<file path="config.mk">
export PLATFORM = sky130hd
export DESIGN_NAME = muldiv_unit_flat
export DESIGN_NICKNAME = d
export VERILOG_FILES = /design/src/rtl/muldiv_unit_if.sv /design/src/rtl/muldiv_unit.sv /design/src/flat_wrapper.sv
export SDC_FILE = /design/constraint.sdc
export NUM_CORES = 1
export LEC_CHECK = 0
export ABC_CLOCK_PERIOD_IN_PS = 4600
export BUFFER_PORTS_ARGS = -buffer_cell sky130_fd_sc_hd__buf_2
export CORE_MARGIN = 1.5
export CORE_UTILIZATION = 47
export DETAILED_ROUTE_END_ITERATION = 10
export PLACE_DENSITY = 0.66
export SETUP_SLACK_MARGIN = 0.05
export SYNTH_ARGS = -nofsm -noshare
export SYNTH_HDL_FRONTEND = slang
export SYNTH_SLANG_ARGS = --single-unit
export TNS_END_PERCENT = 50
</file>
<file path="constraint.sdc">
create_clock -name clk -period 4.6 [get_ports clk]
set_input_delay 0.46 -clock clk [delete_from_list [all_inputs] [get_ports clk]]
set_output_delay 0.46 -clock clk [all_outputs]
set_load 0.02 [all_outputs]
</file>
<file path="src/rtl/muldiv_unit_if.sv">
// Handshake and HI/LO bus between the EX stage and the iterative multiply/divide unit.
// The EX stage drives the master side and the unit implements the slave side.
interface muldiv_unit_if #(
  parameter int WIDTH = 32
);
  logic             start;
  logic [1:0]       op;
  logic [WIDTH-1:0] a;
  logic [WIDTH-1:0] b;
  logic             hi_we;
  logic             lo_we;
  logic [WIDTH-1:0] wdata;
  logic             busy;
  logic             done;
  logic             div_zero;
  logic [WIDTH-1:0] hi;
  logic [WIDTH-1:0] lo;

  modport master (
    output start, op, a, b, hi_we, lo_we, wdata,
    input  busy, done, div_zero, hi, lo
  );

  modport slave (
    input  start, op, a, b, hi_we, lo_we, wdata,
    output busy, done, div_zero, hi, lo
  );
endinterface

</file>
<file path="src/rtl/muldiv_unit.sv">
// Iterative one-bit-per-cycle MULT/MULTU/DIV/DIVU unit that owns the HI/LO registers.
// Operands are made unsigned on entry, and the sign is restored in a single FIX cycle.
module muldiv_unit #(
  parameter int WIDTH = 32
) (
  input logic          clk,
  input logic          rst_n,
  muldiv_unit_if.slave bus
);
  localparam int CW = $clog2(WIDTH);

  typedef enum logic [1:0] {
    S_IDLE = 2'd0,
    S_CALC = 2'd1,
    S_FIX  = 2'd2
  } state_t;

  state_t             r_state;
  state_t             w_next;
  logic [CW-1:0]      r_cnt;
  logic               r_is_div;
  logic               r_neg_q;
  logic               r_neg_r;
  logic               r_dz_pend;
  logic [WIDTH-1:0]   r_a_raw;
  logic [WIDTH-1:0]   r_b_abs;
  logic [2*WIDTH-1:0] r_acc;
  logic [WIDTH-1:0]   r_rem;
  logic [WIDTH-1:0]   r_hi;
  logic [WIDTH-1:0]   r_lo;
  logic               r_done;
  logic               r_div_zero;

  logic               w_signed;
  logic [WIDTH:0]     w_mul_sum;
  logic [WIDTH:0]     w_rem_sh;
  logic               w_trial;
  logic [WIDTH-1:0]   w_rem_diff;
  logic [2*WIDTH-1:0] w_prod;
  logic [WIDTH-1:0]   w_quo;
  logic [WIDTH-1:0]   w_rmd;

  function automatic logic [WIDTH-1:0] abs_of(input logic [WIDTH-1:0] v, input logic is_signed);
    if (is_signed && v[WIDTH-1]) begin
      return '0 - v;
    end else begin
      return v;
    end
  endfunction

  assign w_signed = ~bus.op[0];

  always_ff @(posedge clk or negedge rst_n) begin
    if (!rst_n) begin
      r_state <= S_IDLE;
    end else begin
      r_state <= w_next;
    end
  end

  always_comb begin
    w_next = r_state;
    case (r_state)
      S_IDLE: begin
        if (bus.start) begin
          w_next = S_CALC;
        end else begin
          w_next = S_IDLE;
        end
      end
      S_CALC: begin
        if (r_cnt == '0) begin
          w_next = S_FIX;
        end else begin
          w_next = S_CALC;
        end
      end
      S_FIX:   w_next = S_IDLE;
      default: w_next = S_IDLE;
    endcase
  end

  // Multiply step adds b into the upper half when the low bit is set; divide step is restoring.
  always_comb begin
    w_mul_sum  = {1'b0, r_acc[2*WIDTH-1:WIDTH]} + (r_acc[0] ? {1'b0, r_b_abs} : '0);
    w_rem_sh   = {r_rem, r_acc[WIDTH-1]};
    w_trial    = (w_rem_sh >= {1'b0, r_b_abs});
    w_rem_diff = w_rem_sh[WIDTH-1:0] - r_b_abs;
    w_prod     = r_neg_q ? ('0 - r_acc) : r_acc;
    w_quo      = r_neg_q ? ('0 - r_acc[WIDTH-1:0]) : r_acc[WIDTH-1:0];
    w_rmd      = r_neg_r ? ('0 - r_rem) : r_rem;
  end

  always_ff @(posedge clk or negedge rst_n) begin
    if (!rst_n) begin
      r_cnt      <= '0;
      r_is_div   <= 1'b0;
      r_neg_q    <= 1'b0;
      r_neg_r    <= 1'b0;
      r_dz_pend  <= 1'b0;
      r_a_raw    <= '0;
      r_b_abs    <= '0;
      r_acc      <= '0;
      r_rem      <= '0;
      r_hi       <= '0;
      r_lo       <= '0;
      r_done     <= 1'b0;
      r_div_zero <= 1'b0;
    end else begin
      r_done <= 1'b0;
      case (r_state)
        S_IDLE: begin
          if (bus.start) begin
            r_is_div   <= bus.op[1];
            r_a_raw    <= bus.a;
            r_b_abs    <= abs_of(bus.b, w_signed);
            r_acc      <= {{WIDTH{1'b0}}, abs_of(bus.a, w_signed)};
            r_rem      <= '0;
            r_neg_q    <= w_signed & (bus.a[WIDTH-1] ^ bus.b[WIDTH-1]);
            r_neg_r    <= w_signed & bus.a[WIDTH-1];
            r_dz_pend  <= bus.op[1] && (bus.b == '0);
            r_cnt      <= CW'(WIDTH - 1);
            r_div_zero <= 1'b0;
          end else begin
            if (bus.hi_we) r_hi <= bus.wdata;
            if (bus.lo_we) r_lo <= bus.wdata;
          end
        end
        S_CALC: begin
          if (r_cnt != '0) r_cnt <= r_cnt - CW'(1);
          if (r_is_div) begin
            r_acc <= {r_acc[2*WIDTH-1:WIDTH], r_acc[WIDTH-2:0], w_trial};
            r_rem <= w_trial ? w_rem_diff : w_rem_sh[WIDTH-1:0];
          end else begin
            r_acc <= {w_mul_sum, r_acc[WIDTH-1:1]};
          end
        end
        S_FIX: begin
          // Divide by zero reports all-ones quotient and the untouched dividend.
          if (r_is_div && r_dz_pend) begin
            r_lo <= '1;
            r_hi <= r_a_raw;
          end else if (r_is_div) begin
            r_lo <= w_quo;
            r_hi <= w_rmd;
          end else begin
            r_hi <= w_prod[2*WIDTH-1:WIDTH];
            r_lo <= w_prod[WIDTH-1:0];
          end
          r_done     <= 1'b1;
          r_div_zero <= r_dz_pend;
        end
        default: r_done <= 1'b0;
      endcase
    end
  end

  assign bus.busy     = (r_state != S_IDLE);
  assign bus.done     = r_done;
  assign bus.div_zero = r_div_zero;
  assign bus.hi       = r_hi;
  assign bus.lo       = r_lo;
endmodule

</file>
<file path="src/flat_wrapper.sv">
// flat-port wrapper written by rule: the top's interface ports become plain ports
module muldiv_unit_flat 
#(
  parameter int WIDTH = 32
)
  (clk, rst_n, bus_start, bus_op, bus_a, bus_b, bus_hi_we, bus_lo_we, bus_wdata, bus_busy, bus_done, bus_div_zero, bus_hi, bus_lo);
  muldiv_unit_if #(.WIDTH(WIDTH)) bus_i ();
  input logic clk;
  input logic rst_n;
  input wire logic [$bits(bus_i.start)-1:0] bus_start;
  input wire logic [$bits(bus_i.op)-1:0] bus_op;
  input wire logic [$bits(bus_i.a)-1:0] bus_a;
  input wire logic [$bits(bus_i.b)-1:0] bus_b;
  input wire logic [$bits(bus_i.hi_we)-1:0] bus_hi_we;
  input wire logic [$bits(bus_i.lo_we)-1:0] bus_lo_we;
  input wire logic [$bits(bus_i.wdata)-1:0] bus_wdata;
  output wire logic [$bits(bus_i.busy)-1:0] bus_busy;
  output wire logic [$bits(bus_i.done)-1:0] bus_done;
  output wire logic [$bits(bus_i.div_zero)-1:0] bus_div_zero;
  output wire logic [$bits(bus_i.hi)-1:0] bus_hi;
  output wire logic [$bits(bus_i.lo)-1:0] bus_lo;
  assign bus_i.start = bus_start;
  assign bus_i.op = bus_op;
  assign bus_i.a = bus_a;
  assign bus_i.b = bus_b;
  assign bus_i.hi_we = bus_hi_we;
  assign bus_i.lo_we = bus_lo_we;
  assign bus_i.wdata = bus_wdata;
  assign bus_busy = bus_i.busy;
  assign bus_done = bus_i.done;
  assign bus_div_zero = bus_i.div_zero;
  assign bus_hi = bus_i.hi;
  assign bus_lo = bus_i.lo;
  muldiv_unit #(.WIDTH(WIDTH)) u_core (.clk(clk), .rst_n(rst_n), .bus(bus_i));
endmodule
</file>
Yosys cells after proc, flatten, opt, wreduce, memory -nomap -nowiden

Index checks and enable logic that the tools add are counted.
W data, S select, Z words.

Bits in registers: 237
Bits of input ports: 103
Output and inout bits: 67
Word-level logic and storage cells: 88

$add $sub $neg: 8
Magnitude comparators: 1
Eq/ne operators: 9
Muxes and demuxes: 32
Bitwise logic cells: 4
Reductions and logical operators: 19

Operators with widths:

| cell                    | count |
|---|---|
| $mux W32                | 16 |
| $mux W64                | 3 |
| $pmux W32 S2            | 3 |
| $pmux W64 S2            | 1 |
| $sub A1 B32 Y32 const A | 4 |
| $sub A1 B64 Y64 const A | 1 |
| $add A32 B33 Y33        | 1 |
| $ge A33 B32 Y1          | 1 |
| $logic_not A32 Y1       | 1 |
| $sub A32 B32 Y32        | 1 |
| $reduce_and A3 Y1       | 5 |
| $mux W5                 | 2 |
| $ne A2 B2 Y1 const B    | 5 |
| $pmux W5 S2             | 1 |
| $reduce_and A2 Y1       | 3 |
| $reduce_bool A2 Y1      | 3 |
| $logic_not A5 Y1        | 1 |
| $reduce_bool A5 Y1      | 1 |
| $sub A5 B1 Y5 const B   | 1 |
| $logic_and A1 B1 Y1     | 4 |
| $ne A2 B1 Y1 const B    | 2 |
| $pmux W2 S2             | 1 |
| $mux W1                 | 3 |
| $and A1 B1 Y1           | 2 |
| 7 further kinds         | 7 |

Logic depth before layout (Yosys ltp)

Gate-level depths: netlist of run 1.

Depth in word-level cells: 5
Mapped depth: 14
Mapped depth without buffers: 13

Worst setup path after synthesis of run 1

Ideal clock, no wire load.

Path kind: reg2reg
Start point: register u_core.r_acc[0]
End point: register u_core.r_acc[57]
Library setup time: 0.122 ns
Arrival: 3.091 ns
Data required time: 4.478 ns
Slack: 1.387 ns
Cell stages (with the launch flop): 14
Buffers on the path: 1
Clock period less this slack: 3.213 ns
Cells stage by stage: dfrtp_1 > inv_1 > clkbuf_1 > nor2_1 > ha_1 > a21oi_1 > o21ai_0 > a21o_1 > a221o_1 > o21ai_0 > a21oi_1 > o21a_1 > or3_1 > a32o_1

Word-level cells in the longest chain between the ends: 4

RTL lines:

| item                   | line               | text |
|---|---|---|
| from (decl)            | muldiv_unit.sv:27  | `logic [2*WIDTH-1:0] r_acc;` |
| from (signal assigned) | muldiv_unit.sv:117 | `r_acc <= {{WIDTH{1'b0}}, abs_of(bus.a, w_signed)};` |
| from (signal assigned) | muldiv_unit.sv:132 | `r_acc <= {r_acc[2*WIDTH-1:WIDTH], r_acc[WIDTH-2:0], w_trial};` |
| from (signal assigned) | muldiv_unit.sv:135 | `r_acc <= {w_mul_sum, r_acc[WIDTH-1:1]};` |
| $mux W32               | muldiv_unit.sv:85  | `w_mul_sum = {1'b0, r_acc[2*WIDTH-1:WIDTH]} + (r_acc[0] ? {1'b0, r_b_abs} : '0);` |
| $add A32 B33 Y33       | muldiv_unit.sv:85  |  |
| $mux W64               | muldiv_unit.sv:131 | `if (r_is_div) begin` |
| $pmux W64 S2           | muldiv_unit.sv:111 | `case (r_state)` |

No other way between the ends. The select of a mux whose other input is x is not followed.
A chain may end at the register's enable or synchronous reset.

Final worst setup path of run 1

Start point: register u_core.r_rem[13]
End point: register u_core.r_rem[27]

Word-level cells in the longest chain between the ends: 4
Elaborated cells between the ends (all ways): 5
Classes of those cells: add/sub: 1; order compare: 1; mux: 3

RTL lines:

| item                                                      | line                                 | text |
|---|---|---|
| from (decl)                                               | muldiv_unit.sv:28                    | `logic [WIDTH-1:0] r_rem;` |
| from (signal assigned)                                    | muldiv_unit.sv:133                   | `r_rem <= w_trial ? w_rem_diff : w_rem_sh[WIDTH-1:0];` |
| $sub A32 B32 Y32 / $ge A33 B32 Y1 (equally long branches) | muldiv_unit.sv:88, muldiv_unit.sv:87 |  |
| $mux W32 *                                                | muldiv_unit.sv:133                   |  |
| $mux W32 *                                                | muldiv_unit.sv:131                   |  |
| $pmux W32 S2 *                                            | muldiv_unit.sv:111                   |  |

Every way passes the cells marked *; elsewhere a longest branch is shown, timed or not. The select of a mux whose other input is x is not followed.

==> metrics.txt, run 1 <==
status finished, final reports clean; TNS Setup 0 ns; synthesized flop and latch total 237; Vias/cell slightly above 6; YS warnings 0; residual DRC count 0; Avg Cell Area, Syn 8.00 um^2; GRT overflow 0; most frequent cells in the layout nand2_1, o21ai_0, dfrtp_1; Final ANT Viol Nets 0; vias in the first global route between 15000 and 20000; sequential share of the synthesized area 34.2%; Routed wire per std cell between 20 and 25 um; cts bufs inserted 29; GRT Overall Usage between 30 and 40%; Synth Flop Type dfrtp_1; clk_lat worst skew approximately 0.57 ns; LEAKAGE between 8 and 9 nW; final WL 62.0 mm; power density cells 819 mW/mm^2; core area 0.0364 mm^2; Layout Nets roughly 2400; WL met2 28.0 mm; CTS Hold Bufs 1; type of the most critical hold path in2reg; Final Hold Fails 0; Diodes inserted 0; DP Wirelength 46.9 mm; Max Fanout on Critical Path 16; M1 wire length between 20 and 30 mm; Max clock buf depth 3; CTS Root Cell clkbuf_16; CTS tree done; critical path required time 5.04 ns; PostCTS Resize Cnt 0; hold worst-path end u_core.r_is_div; IO Port Bufs 169; Setup violations, final 0; Die H 195 um; H-tree lvl count 1; count of pins over their slew limit 0; Syn Std Cell Area 0.0173 mm^2; reg2reg start u_core.r_rem[13]; commonest non-fill, non-tap cell in the layout nand2_1; Synth async-reset ratio 100%; Area Overhead vs Synth 12.6%; row cnt 70; CTS Sinks 237; Synth Instances 2164; Final Power ~0.016 W; Setup crit end kind flop; clk slew on worst S/H paths around 0.060 ns; Worst Tran Pin Value 1.27 ns; f_max 257 MHz; Syn Nets 2338; hold path cells 3; worst-case reg-to-reg path depth 11; post-CTS setup buffer count 0; share of cells above drive strength 1 between 10% and 20%; Relative slew margins between 15 and 20%; via count approximately 17000; library cells used by synthesis 73; Max VDD drop roughly 0.33 mV; RePlAce Congestion 1.02; fin crit share 84.7%; initial antenna violation count 0; met3 routed wirelength 4.35 mm; min Tclk post-route between 3 and 4 ns; Initial Util 47.5%; Fin Clk Skew 0.0166 ns; Die W ~190 um; WP data arrival 4.33 ns; critical path class reg2reg; 1st-iter DRT viols between 1500 and 2000; pin count of the biggest net entering global routing 107; first-pass GRT wire length 95.8 mm; FF-to-FF setup slack 0.70 ns; Die ar. between 0.03 and 0.04 mm^2; hold path start bus_op[1]; number of enable flip-flop cells after synthesis 0; uppermost routed layer met4; Setup crit start kind flop; RSZ-0062 raised after global routing false; r2r endpoint u_core.r_rem[27]; drt first pass iters 8; Ports 170; max_cap viols 0
## synthesized netlist by cell type, types with 16 or more instances
master | instances | area [um^2]
nand2_1 | 364 | 1370
o21ai_0 | 251 | 1260
dfrtp_1 | 237 | 5930
nor2_1 | 129 | 484
clkbuf_1 | 109 | 409
a21oi_1 | 107 | 536
xnor2_1 | 101 | 885
nand3_1 | 97 | 485
xor2_1 | 92 | 806
ha_1 | 69 | 863
inv_1 | 63 | 236
mux2i_1 | 42 | 420
o211ai_1 | 41 | 308
nor3_1 | 30 | 150
o31ai_1 | 30 | 225
o22ai_1 | 29 | 181
o41ai_1 | 26 | 228
or3_1 | 22 | 138
nor4_1 | 21 | 131
and3_1 | 20 | 125
a21o_1 | 19 | 143
nand2b_1 | 19 | 119
a31oi_1 | 17 | 106
buf_1 | 17 | 63.8
nor2b_1 | 17 | 106
or4_1 | 17 | 128
nand4_1 | 16 | 100
## report_power, final
group	leakage [nW]	internal, W	total, W	switching (W)
logic	5.09	0.00339	0.00920	0.00581
registers	2.93	0.00310	0.00445	0.00135
clock network	0.464	0.00137	0.00231	0.000934
## worst max-delay path, stage by stage, from the launching register on
cell and delay (ns):
dfrtp_1 0.47, ha_1 0.41, a211o_1 0.32, a21oi_1 0.24, o211ai_1 0.18, or4_1 0.52
o221ai_1 0.33, a21oi_1 0.19, nand2b_1 0.50, buf_4 0.37, nand4_1 0.15, nand3_1 0.08
## cells by family (layout without fill, tap and decap cells)
family / Yosys count / count (layout) / synth area share [%]
fa+ha+maj: 71 / 71 / 5.22
compound gates: 629 / 629 / 22.6
buf+inv: 192 / 316 / 4.26
flops: 237 / 237 / 34.2
xor+xnor: 193 / 193 / 9.76
mux: 42 / 42 / 2.43
simple gates: 800 / 800 / 21.5
## area by class of cell
type	count	area, um^2
Clock buffer	43	848
Clock inverter	8	92.6
Fill cell	3497	16900
Inverter	63	236
Multi-Input combinational cell	1735	10700
Sequential cell	237	5940
Tap cell	468	586
Timing Repair Buffer	202	1120
## registers in the layout, summed over array words and instances (netlist names)
name and flops:
u_core.r_acc 64, u_core.bus.hi 32, u_core.bus.lo 32, u_core.r_a_raw 32
u_core.r_b_abs 32, u_core.r_rem 32, u_core.r_cnt 5, u_core.r_state 2
u_core.bus.div_zero 1, u_core.bus.done 1, u_core.r_dz_pend 1, u_core.r_is_div 1
u_core.r_neg_q 1, u_core.r_neg_r 1
## through the flow
step	instances	utilization [%]	hold WS [ns]	area, um^2	worst slack (ns)
2_1_floorplan	2164	-	0.164	17300	1.39
3_3_place_gp	2704	50.9	0.456	18500	0.855
3_5_place_dp	2704	50.9	0.463	18500	0.785
4_1_cts	2756	53.5	0.111	19500	0.772
5_1_grt	2756	53.5	0.136	19500	0.461
6_report	2756	53.5	0.121	19500	0.705
## per-layer routing
layer	global-route usage (%)	vias to the layer above
met2	52.1	786
met1	43.4	8177
met3	3.51	146
li1	-	7989
met4	16.3	0
met5	0	-
## how the worst max path moves through the flow
stage | from | end | slack [ns] | cells after the start
floorplan | u_core.r_acc[0] | u_core.r_acc[57] | 1.39 | 13
detailed placement | u_core.r_rem[13] | u_core.r_rem[27] | 0.79 | 11
global route | u_core.r_acc[0] | u_core.r_acc[51] | 0.46 | 12
global placement | u_core.r_rem[13] | u_core.r_rem[27] | 0.86 | 11
finish | u_core.r_rem[13] | u_core.r_rem[27] | 0.70 | 11
CTS | u_core.r_rem[13] | u_core.r_rem[27] | 0.77 | 11
Power figures use the tool's default switching activity.
==> inputs of run 2 (changes only) <==
- ABC_CLOCK_PERIOD_IN_PS: 4600 -> 4000
- clock period: 4.6 -> 4 ns (I/O delays scaled with it)
==> metrics.txt, run 2 (synthesis gave the netlist of run 1 again) <==
sw frac 51.0% (was 50.8%); GRT Overall Usage 33.3% (was 32.4%); CTS Root Cell clkbuf_16 (unchanged); combinational power share 59.1% (was 57.7%); Setup crit start kind flop (unchanged); cts bufs inserted 29 (unchanged); Area Overhead vs Synth 13.7% (was 12.6%); Final Hold Fails 0 (unchanged); status finished, final reports clean (unchanged); CTS Sinks 237 (unchanged); Setup violations, final 0 (unchanged); Ports 170 (unchanged); pin count of the biggest net entering global routing 110 (was 107); f_max 274 MHz (was 257 MHz); Post-Place Worst Slack 0.243 ns (was 0.785 ns); RePlAce Congestion 0.984 (was 1.02); final WL 64.1 mm (was 62.0 mm); H-tree lvl count 1 (unchanged); post-CTS setup buffer count 0 (unchanged); Relative slew margins 15.5% (was 15.2%); Psw 0.00950 W (was 0.00810 W); residual DRC count 0 (unchanged); share of cells above drive strength 1 13.2% (was 12.2%); most frequent cells in the layout nand2_1, o21ai_0, dfrtp_1 (unchanged); internal power 0.00915 W (was 0.00786 W); critical path cell sequence inv_1, ha_1, a211o_1, a21oi_1, o211ai_1, or4_1, o221ai_1, a21oi_1, nand2b_2, o311ai_0 (was ha_1, a211o_1, a21oi_1, o211ai_1, or4_1, o221ai_1, a21oi_1, nand2b_1, buf_4, nand4_1, nand3_1); Clk network pwr share 14.1% (was 14.5%); Initial Util 47.5% (unchanged); CTS tree done (unchanged); min Tclk post-route 3.65 ns (was 3.90 ns); commonest non-fill, non-tap cell in the layout nand2_1 (unchanged); Diodes inserted 0 (unchanged); CP max stage delay 0.52 ns (about the same); Layout Nets 2468 (was 2442); max_cap viols 0 (unchanged); most used cell along the critical path a21oi_1 (unchanged); core area 0.0364 mm^2 (unchanged); clk_lat worst skew 0.57 ns (about the same); Setup crit end kind flop (unchanged); critical path class reg2reg (unchanged); Fin Clk Skew 0.0345 ns (was 0.0166 ns); GRT overflow 0 (unchanged); Crit-path slowest cell or4_1 (unchanged); Routed wire per std cell 23.1 um (was 22.5 um); type of the most critical hold path in2reg (unchanged); CP bufs+invs 1 (unchanged); drt first pass iters 5 (was 8); LEAKAGE 8.61 nW (was 8.48 nW); first-pass GRT wire length 97.7 mm (was 95.8 mm); critical path required time 4.40 ns (was 5.04 ns); Die H 195 um (unchanged); IO Port Bufs 169 (unchanged); placed cell area 0.0187 mm^2 (was 0.0185 mm^2); power density cells 947 mW/mm^2 (was 819 mW/mm^2); sequential share of power 26.8% (was 27.9%); vias in the first global route 16200 (was 16300); worst-case reg-to-reg path depth 10 (was 11); Max VDD drop 0.362 mV (was 0.326 mV); crit-path leading delay family compound AO/OA/AOI/OAI gates (unchanged); Die ar. 0.0380 mm^2 (unchanged); hold path cells 3 (unchanged); DP Wirelength 48.9 mm (was 46.9 mm); TNS Setup 0 ns (unchanged); Vias/cell 6.18 (was 6.20); WP data arrival 4.05 ns (was 4.33 ns); fin area 0.0197 mm^2 (was 0.0195 mm^2); Worst Tran Pin Value 1.26 ns (was 1.27 ns); count of pins over their slew limit 0 (unchanged); Final ANT Viol Nets 0 (unchanged); row cnt 70 (unchanged); 1st-iter DRT viols 1657 (was 1501); RSZ-0062 raised after global routing false (unchanged); clk slew on worst S/H paths 0.06 ns (about the same); Worst Setup Slack, final 0.350 ns (was 0.705 ns); fin crit share 91.2% (was 84.7%); flip-flop count of the largest register after layout 64 (unchanged); Max Fanout on Critical Path 17 (was 16); largest reg by FF count u_core.r_acc (unchanged); Max clock buf depth 3 (unchanged); Die W 195 um (unchanged); initial antenna violation count 0 (unchanged); Stages on worst setup path 10 (was 11); via count 17200 (was 17100)
-- run 2: layout make-up --
type / count / area, um^2
Clock inverter: 11 / 115
Inverter: 63 / 236
Timing Repair Buffer: 228 / 1330
Clock buffer: 38 / 810
Sequential cell: 237 / 5940
Tap cell: 468 / 586
Multi-Input combinational cell: 1735 / 10700
Fill cell: 3516 / 16700
-- run 2: final timing paths --
kind	from	to	slack, ns
hold reg to reg	u_core.bus.lo[16]	u_core.bus.lo[16]	0.47
min in group asynchronous	rst_n	u_core.r_acc[29]	0.50
setup / recovery	u_core.r_b_abs[14]	u_core.r_rem[2]	0.35
max in group asynchronous	rst_n	u_core.bus.hi[18]	2.57
setup reg to reg	u_core.r_b_abs[14]	u_core.r_rem[2]	0.35
hold / removal	bus_op[1]	u_core.r_is_div	0.09
-- run 2: repair_timing --
item	CTS	global route
resized for setup	0	1
hold endpoints to repair	86	0
endpoints found under the setup margin	0	6
hold buffers	1	0
-- run 2: power groups by stage --
stage               combinational (W)  sequential [W]  clock (W)
CTS                            0.0109         0.00494    0.00265
floorplan                     0.00722         0.00478          0
detailed placement             0.0108         0.00497          0
global placement               0.0108         0.00494          0
finish                         0.0110         0.00501    0.00263
global route                   0.0120         0.00511    0.00275
-- run 2: worst min-delay path, stage by stage --
cell and delay [ns]:
buf_2 0.12, nand2_1 0.06, nand2_1 0.05
-- run 2: metal layers --
layer / global-route usage [%] / up-vias / share of wire, %
met4: 18.1 / 0 / 6.1
met3: 3.33 / 159 / 6.5
li1: - / 8027 / -
met5: 0 / - / 0
met1: 45.3 / 8234 / 43
met2: 52.1 / 774 / 45
-- run 2: stage by stage --
stage	total power (W)	std cells	hold slack (ns)	utilization [%]
global placement	0.0157	2730	0.457	51.5
finish	0.0186	2780	0.0872	54.0
global route	0.0199	2780	0.0846	54.0
detailed placement	0.0158	2730	0.463	51.5
CTS	0.0185	2780	0.0675	54.0
floorplan	0.0120	2164	0.104	-
